===== src/rtl/alu_pkg.sv =====
// Shared definitions for the external ALU and the shift-add multiply sequencer:
// ALU operation encoding, datapath width and sequencer state encoding.
package alu_pkg;

  localparam int DATA_W = 32;
  localparam int CNT_W  = 5;

  typedef logic [2:0] alu_ctrl_t;

  localparam alu_ctrl_t ALU_ADD   = 3'b000;
  localparam alu_ctrl_t ALU_SUB   = 3'b001;
  localparam alu_ctrl_t ALU_AND   = 3'b010;
  localparam alu_ctrl_t ALU_OR    = 3'b011;
  localparam alu_ctrl_t ALU_SRL   = 3'b100;
  localparam alu_ctrl_t ALU_SLT   = 3'b101;
  localparam alu_ctrl_t ALU_PASSB = 3'b110;
  localparam alu_ctrl_t ALU_SLL   = 3'b111;

  typedef enum logic [2:0] {
    ST_IDLE,
    ST_ADD,
    ST_SHL,
    ST_SHR,
    ST_DONE
  } state_t;

endpackage


===== src/rtl/alu_mul_seq.sv =====
// Sequential 32x32 shift-add multiplier (low word) that borrows a shared external ALU.
// Define MUL_EARLY_EXIT_EN to stop iterating once the remaining multiplier bits are zero.
module alu_mul_seq
  import alu_pkg::*;
(
  input  logic        clk,
  input  logic        rst,
  input  logic        start,
  input  logic [31:0] op_a,
  input  logic [31:0] op_b,
  output logic        busy,
  output logic        done,
  output logic [31:0] product,
  output logic        alu_req,
  input  logic        alu_gnt,
  output logic [31:0] alu_a,
  output logic [31:0] alu_b,
  output logic [2:0]  alu_ctrl,
  input  logic [31:0] alu_result,
  input  logic        alu_zero
);

`ifdef MUL_EARLY_EXIT_EN
  localparam bit EARLY_EXIT = 1'b1;
`else
  localparam bit EARLY_EXIT = 1'b0;
`endif

  localparam logic [DATA_W-1:0] ONE      = DATA_W'(1);
  localparam logic [CNT_W-1:0]  LAST_CNT = '1;

  state_t             state, state_nx;
  logic [DATA_W-1:0]  acc, mcand, mplr;
  logic [CNT_W-1:0]   cnt;
  logic               last_iter;

  // The final SHR exits either after the 32nd iteration or, in the early-exit
  // build, once the shifted multiplier has no set bits left.
  assign last_iter = (cnt == LAST_CNT) || (EARLY_EXIT && alu_zero);

  always_ff @(posedge clk) begin
    if (rst) state <= ST_IDLE;
    else     state <= state_nx;
  end

  always_comb begin
    state_nx = state;
    case (state)
      ST_IDLE: begin
        if (start) begin
          if (EARLY_EXIT && (op_b == '0)) state_nx = ST_DONE;
          else if (op_b[0])               state_nx = ST_ADD;
          else                            state_nx = ST_SHL;
        end
      end
      ST_ADD: if (alu_gnt) state_nx = ST_SHL;
      ST_SHL: if (alu_gnt) state_nx = ST_SHR;
      ST_SHR: begin
        if (alu_gnt) begin
          if (last_iter)          state_nx = ST_DONE;
          else if (alu_result[0]) state_nx = ST_ADD;
          else                    state_nx = ST_SHL;
        end
      end
      ST_DONE: state_nx = ST_IDLE;
      default: state_nx = ST_IDLE;
    endcase
  end

  // ALU operands come straight from held registers, so a withheld grant keeps them stable.
  always_comb begin
    busy     = 1'b0;
    done     = 1'b0;
    alu_a    = '0;
    alu_b    = '0;
    alu_ctrl = ALU_ADD;
    case (state)
      ST_ADD: begin
        busy     = 1'b1;
        alu_a    = acc;
        alu_b    = mcand;
        alu_ctrl = ALU_ADD;
      end
      ST_SHL: begin
        busy     = 1'b1;
        alu_a    = mcand;
        alu_b    = ONE;
        alu_ctrl = ALU_SLL;
      end
      ST_SHR: begin
        busy     = 1'b1;
        alu_a    = mplr;
        alu_b    = ONE;
        alu_ctrl = ALU_SRL;
      end
      ST_DONE: done = 1'b1;
      default: ;
    endcase
    alu_req = busy;
  end

  // Product is written on entry to DONE so it is already valid while done is high.
  always_ff @(posedge clk) begin
    if (rst) begin
      acc     <= '0;
      mcand   <= '0;
      mplr    <= '0;
      cnt     <= '0;
      product <= '0;
    end else begin
      case (state)
        ST_IDLE: begin
          if (start) begin
            mcand <= op_a;
            mplr  <= op_b;
            acc   <= '0;
            cnt   <= '0;
          end
        end
        ST_ADD: if (alu_gnt) acc <= alu_result;
        ST_SHL: if (alu_gnt) mcand <= alu_result;
        ST_SHR: begin
          if (alu_gnt) begin
            mplr <= alu_result;
            cnt  <= cnt + CNT_W'(1);
          end
        end
        default: ;
      endcase
      if ((state != ST_DONE) && (state_nx == ST_DONE))
        product <= (state == ST_IDLE) ? '0 : acc;
    end
  end

endmodule


===== config.mk =====
export PLATFORM = sky130hd
export DESIGN_NAME = alu_mul_seq
export DESIGN_NICKNAME = d
export VERILOG_FILES = /design/src/rtl/alu_pkg.sv /design/src/rtl/alu_mul_seq.sv
export SDC_FILE = /design/constraint.sdc
export NUM_CORES = 1
export LEC_CHECK = 0
export BUFFER_PORTS_ARGS = -buffer_cell sky130_fd_sc_hd__buf_2
export CAP_MARGIN = 30
export CORE_MARGIN = 10
export CORE_UTILIZATION = 48
export DETAILED_ROUTE_END_ITERATION = 12
export PLACE_DENSITY_LB_ADDON = 0.08
export SYNTH_ARGS = -nofsm -noshare
export SYNTH_HDL_FRONTEND = slang
export SYNTH_SLANG_ARGS = --single-unit
export TNS_END_PERCENT = 5

===== constraint.sdc =====
create_clock -name clk -period 1.7 [get_ports clk]
set_clock_uncertainty 0.15 [all_clocks]
set_input_delay 0.085 -clock clk [delete_from_list [all_inputs] [get_ports clk]]
set_output_delay 0.085 -clock clk [all_outputs]
set_load 0.005 [all_outputs]

Yosys cells after proc, flatten, opt, wreduce, memory -nomap -nowiden
Index checks and enable logic that the tools add are counted.
W data, S select, Z words.
- input bits: 101
- register bits after elaboration: 136
- word-level logic and storage cells: 52
- equality and inequality tests: 11
- add/sub/neg operators: 1
- reductions and logical operators: 10
- muxes and demuxes: 24
- operators with widths (cell ; count):
    $pmux W32 S2 ; 4
    $mux W32 ; 5
    $pmux W32 S3 ; 1
    $mux W3 ; 5
    $pmux W3 S4 ; 1
    $mux W5 ; 2
    $pmux W5 S2 ; 1
    $reduce_and A3 Y1 ; 3
    $ne A2 B2 Y1 const B ; 4
    $eq A3 B2 Y1 const B ; 2
    $eq A3 B3 Y1 const B ; 2
    $pmux W3 S2 ; 1
    $reduce_bool A2 Y1 ; 3
    $add A5 B1 Y5 const B ; 1
    $eq A5 B5 Y1 const B ; 1
    $mux W2 ; 2
    $eq A3 B1 Y1 const B ; 1
    $logic_not A3 Y1 ; 1
    $ne A3 B3 Y1 const B ; 1
    $reduce_or A3 Y1 ; 1
    $mux W1 ; 2
    $reduce_or A2 Y1 ; 1
    $logic_and A1 B1 Y1 ; 1

Depth between registers and ports, before layout
- word-level depth: 6
- depth in mapped cells: 8
- mapped depth without buffers: 6

Worst setup path before layout
Ideal clock, no wire load.
- path type: register to register
- start: reg cnt[0]
- end: reg product[22]
- clock period less this slack: 1.821 ns
- path slack: -0.121 ns
- data required time: 1.480 ns
- path buffers: 2
- library setup time: 0.070 ns
- arrival time: 1.600 ns
- stages on the path, launching flop included: 9
- path through: dfxtp_1 > ha_1 > and3_1 > ha_1 > clkbuf_1 > inv_1 > clkbuf_1 > o21ai_0 > a21oi_1
- word-level cells in the longest chain between the ends: 6
- RTL lines (item ; line ; text):
    start, declared ; alu_mul_seq.sv:34 ; logic [CNT_W-1:0] cnt;
    start signal, assigned ; alu_mul_seq.sv:125 ; cnt <= cnt + CNT_W'(1);
    $eq A5 B5 Y1 ; alu_mul_seq.sv:39 ; assign last_iter = (cnt == LAST_CNT) || (EARLY_EXIT && alu_zero);
    $mux W3 ; alu_mul_seq.sv:60 ; if (last_iter) state_nx = ST_DONE;
    $mux W3 ; alu_mul_seq.sv:59 ; if (alu_gnt) begin
    $pmux W3 S4 ; alu_mul_seq.sv:48 ; case (state)
    $eq A3 B3 Y1 ; alu_mul_seq.sv:130 ; if ((state != ST_DONE) && (state_nx == ST_DONE))
    $logic_and A1 B1 Y1 ; alu_mul_seq.sv:130 ;
    end signal, assigned ; alu_mul_seq.sv:131 ; product <= (state == ST_IDLE) ? '0 : acc;
    end, declared ; alu_mul_seq.sv:13 ; output logic [31:0] product,
Every way passes these cells.
A chain may end at the register's enable or synchronous reset.

Worst setup path after layout
- start: reg state[0]
- end: out alu_b[23]
- word-level cells in the longest chain between the ends: 3
- elaborated cells on any way between the ends: 5
- RTL lines (item ; line ; text):
    start, declared ; alu_mul_seq.sv:32 ; state_t state, state_nx;
    start signal, assigned ; alu_mul_seq.sv:43 ; else state <= state_nx;
    $eq A3 B2 Y1 ; alu_mul_seq.sv:77 ; case (state)
    $reduce_or A2 Y1 (no source line) ; -- ;
    $pmux W32 S2 * ; alu_mul_seq.sv:77 ;
    end, declared ; alu_mul_seq.sv:17 ; output logic [31:0] alu_b,
Mark *: on every way between the ends. The rest lies on a longest branch, timed or not.

==> summary.md <==
| Metric | Value |
|---|---|
| Slew @ Worst Pin | `592 ps` |
| Clock root cell | `clkbuf_16` |
| Clk_lat worst skew | `about 420 ps` |
| RSZ-0062 raised after global routing | `true` |
| Most frequent cells in the layout | `buf_2, dfxtp_1, nand2_1, a21oi_1, dlygate4sd3_1` |
| Drt initial violations | `641` |
| Num ports | `203` |
| Failing checks | `negative setup slack` |
| Final Hold Slack | `roughly 74 ps` |
| Crit share post-route | `1.17` |
| Outcome | `finished, violations left` |
| Sequential area share after synthesis | `0.371` |
| Crit path max fanout | `6` |
| H-tree depth | `4` |
| Vias in the first global route | `8289` |
| GR Util All Layers | `0.285` |
| WL/cell | `21.9 um` |
| Die area | `20600 sq um` |
| Clock sink count | `136` |
| Vias | `8328` |
| GR Util met1 | `0.368` |
| Drt drc | `0` |
| Most Used Layer, Global Route | `met2` |
| Synth unique cells | `45` |
| Number of synthesized flops with an enable pin | `0` |
| Total Power | `roughly 10 mW` |
| Slew HR | `0.606` |
| Cell Area, Synth | `roughly 7300 sq um` |
| GRT overflow | `0` |
| Grt met2 use | `0.445` |
| Syn nets | `just under 1000` |
| Static Leakage | `approximately 4.6 nW` |
| Critical Path Start Type | `register` |
| DR pass1 iterations | `5` |
| WP buf/inv | `4` |
| Critical Path End Type | `primary output` |
| Hpwl dp | `18.8 mm` |
| Vias per cell | `6.08` |
| Most common cell type on the critical path | `buf_6` |
| Main synth FF type | `dfxtp_1` |
| Pwr dens | `945 nW/um^2` |
| Async SR Flop Fraction | `0` |
| Mean post-synth cell area | `8.42 sq um` |
| Crit path max-delay family | `buffers and inverters` |
| Reg clk slew, reported paths | `~50 ps` |
| CTS tree | `yes` |
| Die width | `144 um` |
| Synth Register Bits | `136` |
| Core area | `15100 sq um` |
| Fillers | `1137` |
| Layout cell share with drive strength beyond 1 | `0.389` |
| Routability Congestion | `0.860` |
| Die Ht | `144 um` |
| WS Path Type | `reg -> out` |
| Max-Cap Viols | `0` |
| Commonest non-fill, non-tap cell in the layout | `buf_2` |
| Peak Freq | `504 MHz` |
| Number of buffers added on ports | `201` |
| Largest net degree at the start of global routing | `between 50 and 60` |
| Area grow syn2layout | `51.0%` |
| Final hold violations | `0` |
| Setup Viol. Count Final | `132` |
| Critical Path RT | `1460 ps` |
| Met3 usage | `0.0686` |
| Antenna viol nets, final | `0` |
| CTS Buffer Depth | `2` |
| Drt total wl | `30.0 mm` |
| Yosys Warn Count | `0` |
| Mapped Cells | `872` |
| Final net count | `1267` |
| Fin crit period | `1980 ps` |
| Final setup margin | `-282 ps` |
| Number of placement rows | `45` |
| Maximum VDD drop | `around 700 uV` |
| Slowest library cell on the worst path | `dfxtp_4` |
| Critical-path cell list | `buf_6 -> nor3b_4 -> buf_6 -> buf_8 -> and2_1 -> buf_2` |
| Worst Path Arrival | `1750 ps` |
| Initial antenna violation count | `1` |
| Min-delay worst type | `in -> reg` |
| Initial Util | `0.487` |
| CTS buffer count | `17` |
| Final Max Slew Viols | `0` |
| Slowest stage delay, CP | `410 ps` |
| First-pass GRT wire length | `46.7 mm` |
path summary, 6_finish.rpt:
| check | slack, ps | end | cells past startpoint | from |
|---|---|---|---|---|
| max | -280 | alu_b[23] | 6 | state[0]$_SDFF_PP0_ |
| min | 70 | state[0]$_SDFF_PP0_ | 4 | alu_gnt |
| max reg2reg | -130 | mplr[10]$_SDFFE_PP0P_ | 6 | state[1]$_SDFF_PP0_ |
| min reg2reg | 320 | product[29]$_SDFFE_PP0P_ | 2 | product[29]$_SDFFE_PP0P_ |
where the power goes:
| group | internal, mW | total, mW | switching, mW |
|---|---|---|---|
| Combinational | 1.26 | 2.64 | 1.38 |
| Sequential | 3.41 | 3.59 | 0.174 |
| Clock | 2.84 | 4.24 | 1.41 |
| Total | 7.51 | 10.5 | 2.96 |
cells in the mapped netlist (2+ instances only):
| library cell | n | share of area |
|---|---|---|
| dfxtp_1 | 136 | 0.37 |
| nand2_1 | 130 | 0.066 |
| a21oi_1 | 101 | 0.069 |
| nand4_1 | 64 | 0.055 |
| o21ai_0 | 64 | 0.044 |
| clkbuf_1 | 60 | 0.031 |
| a311oi_2 | 57 | 0.12 |
| nor2_1 | 38 | 0.019 |
| mux2_2 | 34 | 0.052 |
| nor3_1 | 33 | 0.022 |
| a22oi_1 | 32 | 0.033 |
| and2_1 | 32 | 0.027 |
| buf_2 | 26 | 0.018 |
| buf_4 | 10 | 0.010 |
| buf_6 | 10 | 0.015 |
| a311oi_1 | 9 | 0.011 |
| nand3_1 | 3 | 0.0020 |
| a211oi_1 | 2 | 0.0020 |
| ha_1 | 2 | 0.0034 |
| nand3b_1 | 2 | 0.0020 |
| nor2b_1 | 2 | 0.0017 |
| o211ai_1 | 2 | 0.0020 |
per-stage QoR:
stage / instances / setup WS [ps] / instance area [sq um] / TNS [ps] / utilization
3_5_place_dp: 1219 / -20.7 / 8770 / -124 / 0.581
2_1_floorplan: 872 / 21.5 / 7350 / 0 / -
5_1_grt: 1366 / -329 / 11100 / -25550 / 0.734
3_3_place_gp: 1219 / 13.6 / 8770 / 0 / 0.581
6_report: 1369 / -282 / 11100 / -18530 / 0.735
4_1_cts: 1362 / -260 / 10900 / -16470 / 0.719
layout make-up:
class	instances	area, sq um	share of cell area
Timing Repair inverter	1	16.3	0.00147
Sequential cell	136	2730	0.247
Inverter	2	20.0	0.00181
Antenna cell	4	10.0	0.000903
Tap cell	188	235	0.0212
Multi-Input combinational cell	627	4340	0.391
Clock buffer	25	515	0.0465
Clock inverter	7	160	0.0144
Timing Repair Buffer	379	3060	0.276
logic make-up after synthesis:
group           Yosys count  synth area share
compound gates          271             0.281
fa+ha+maj                 2           0.00341
buf+inv                 109            0.0761
flops                   136             0.371
mux                      35            0.0535
simple gates            319             0.215
tightest hold or removal path, delay by kind of cell:
kind                   cells  cell delay [ps]
AOI/OAI and AO/OA          2              210
buffers and inverters      2              290
registers in the layout, indices dropped and copies added, names as in the netlist:
name / flops
acc: 32
cnt: 5
mcand: 32
mplr: 32
product: 32
state: 3
routing by layer:
metal,wire [um],share of wire
met1,12500,0.42
met2,14000,0.47
met3,2520,0.084
met4,994,0.033
met5,0,0
timing repair:
action / 4_1_cts / 5_1_grt
setup buffers: 10 / 2
hold buffers: 98 / 0
endpoints found under the hold margin: 106 / 0
cloned: 3 / 1
gates resized for setup: 71 / 51
setup endpoints to repair: 100 / 203
pin swaps: 35 / 36
Note: power is estimated with default switching activity, not from simulation.
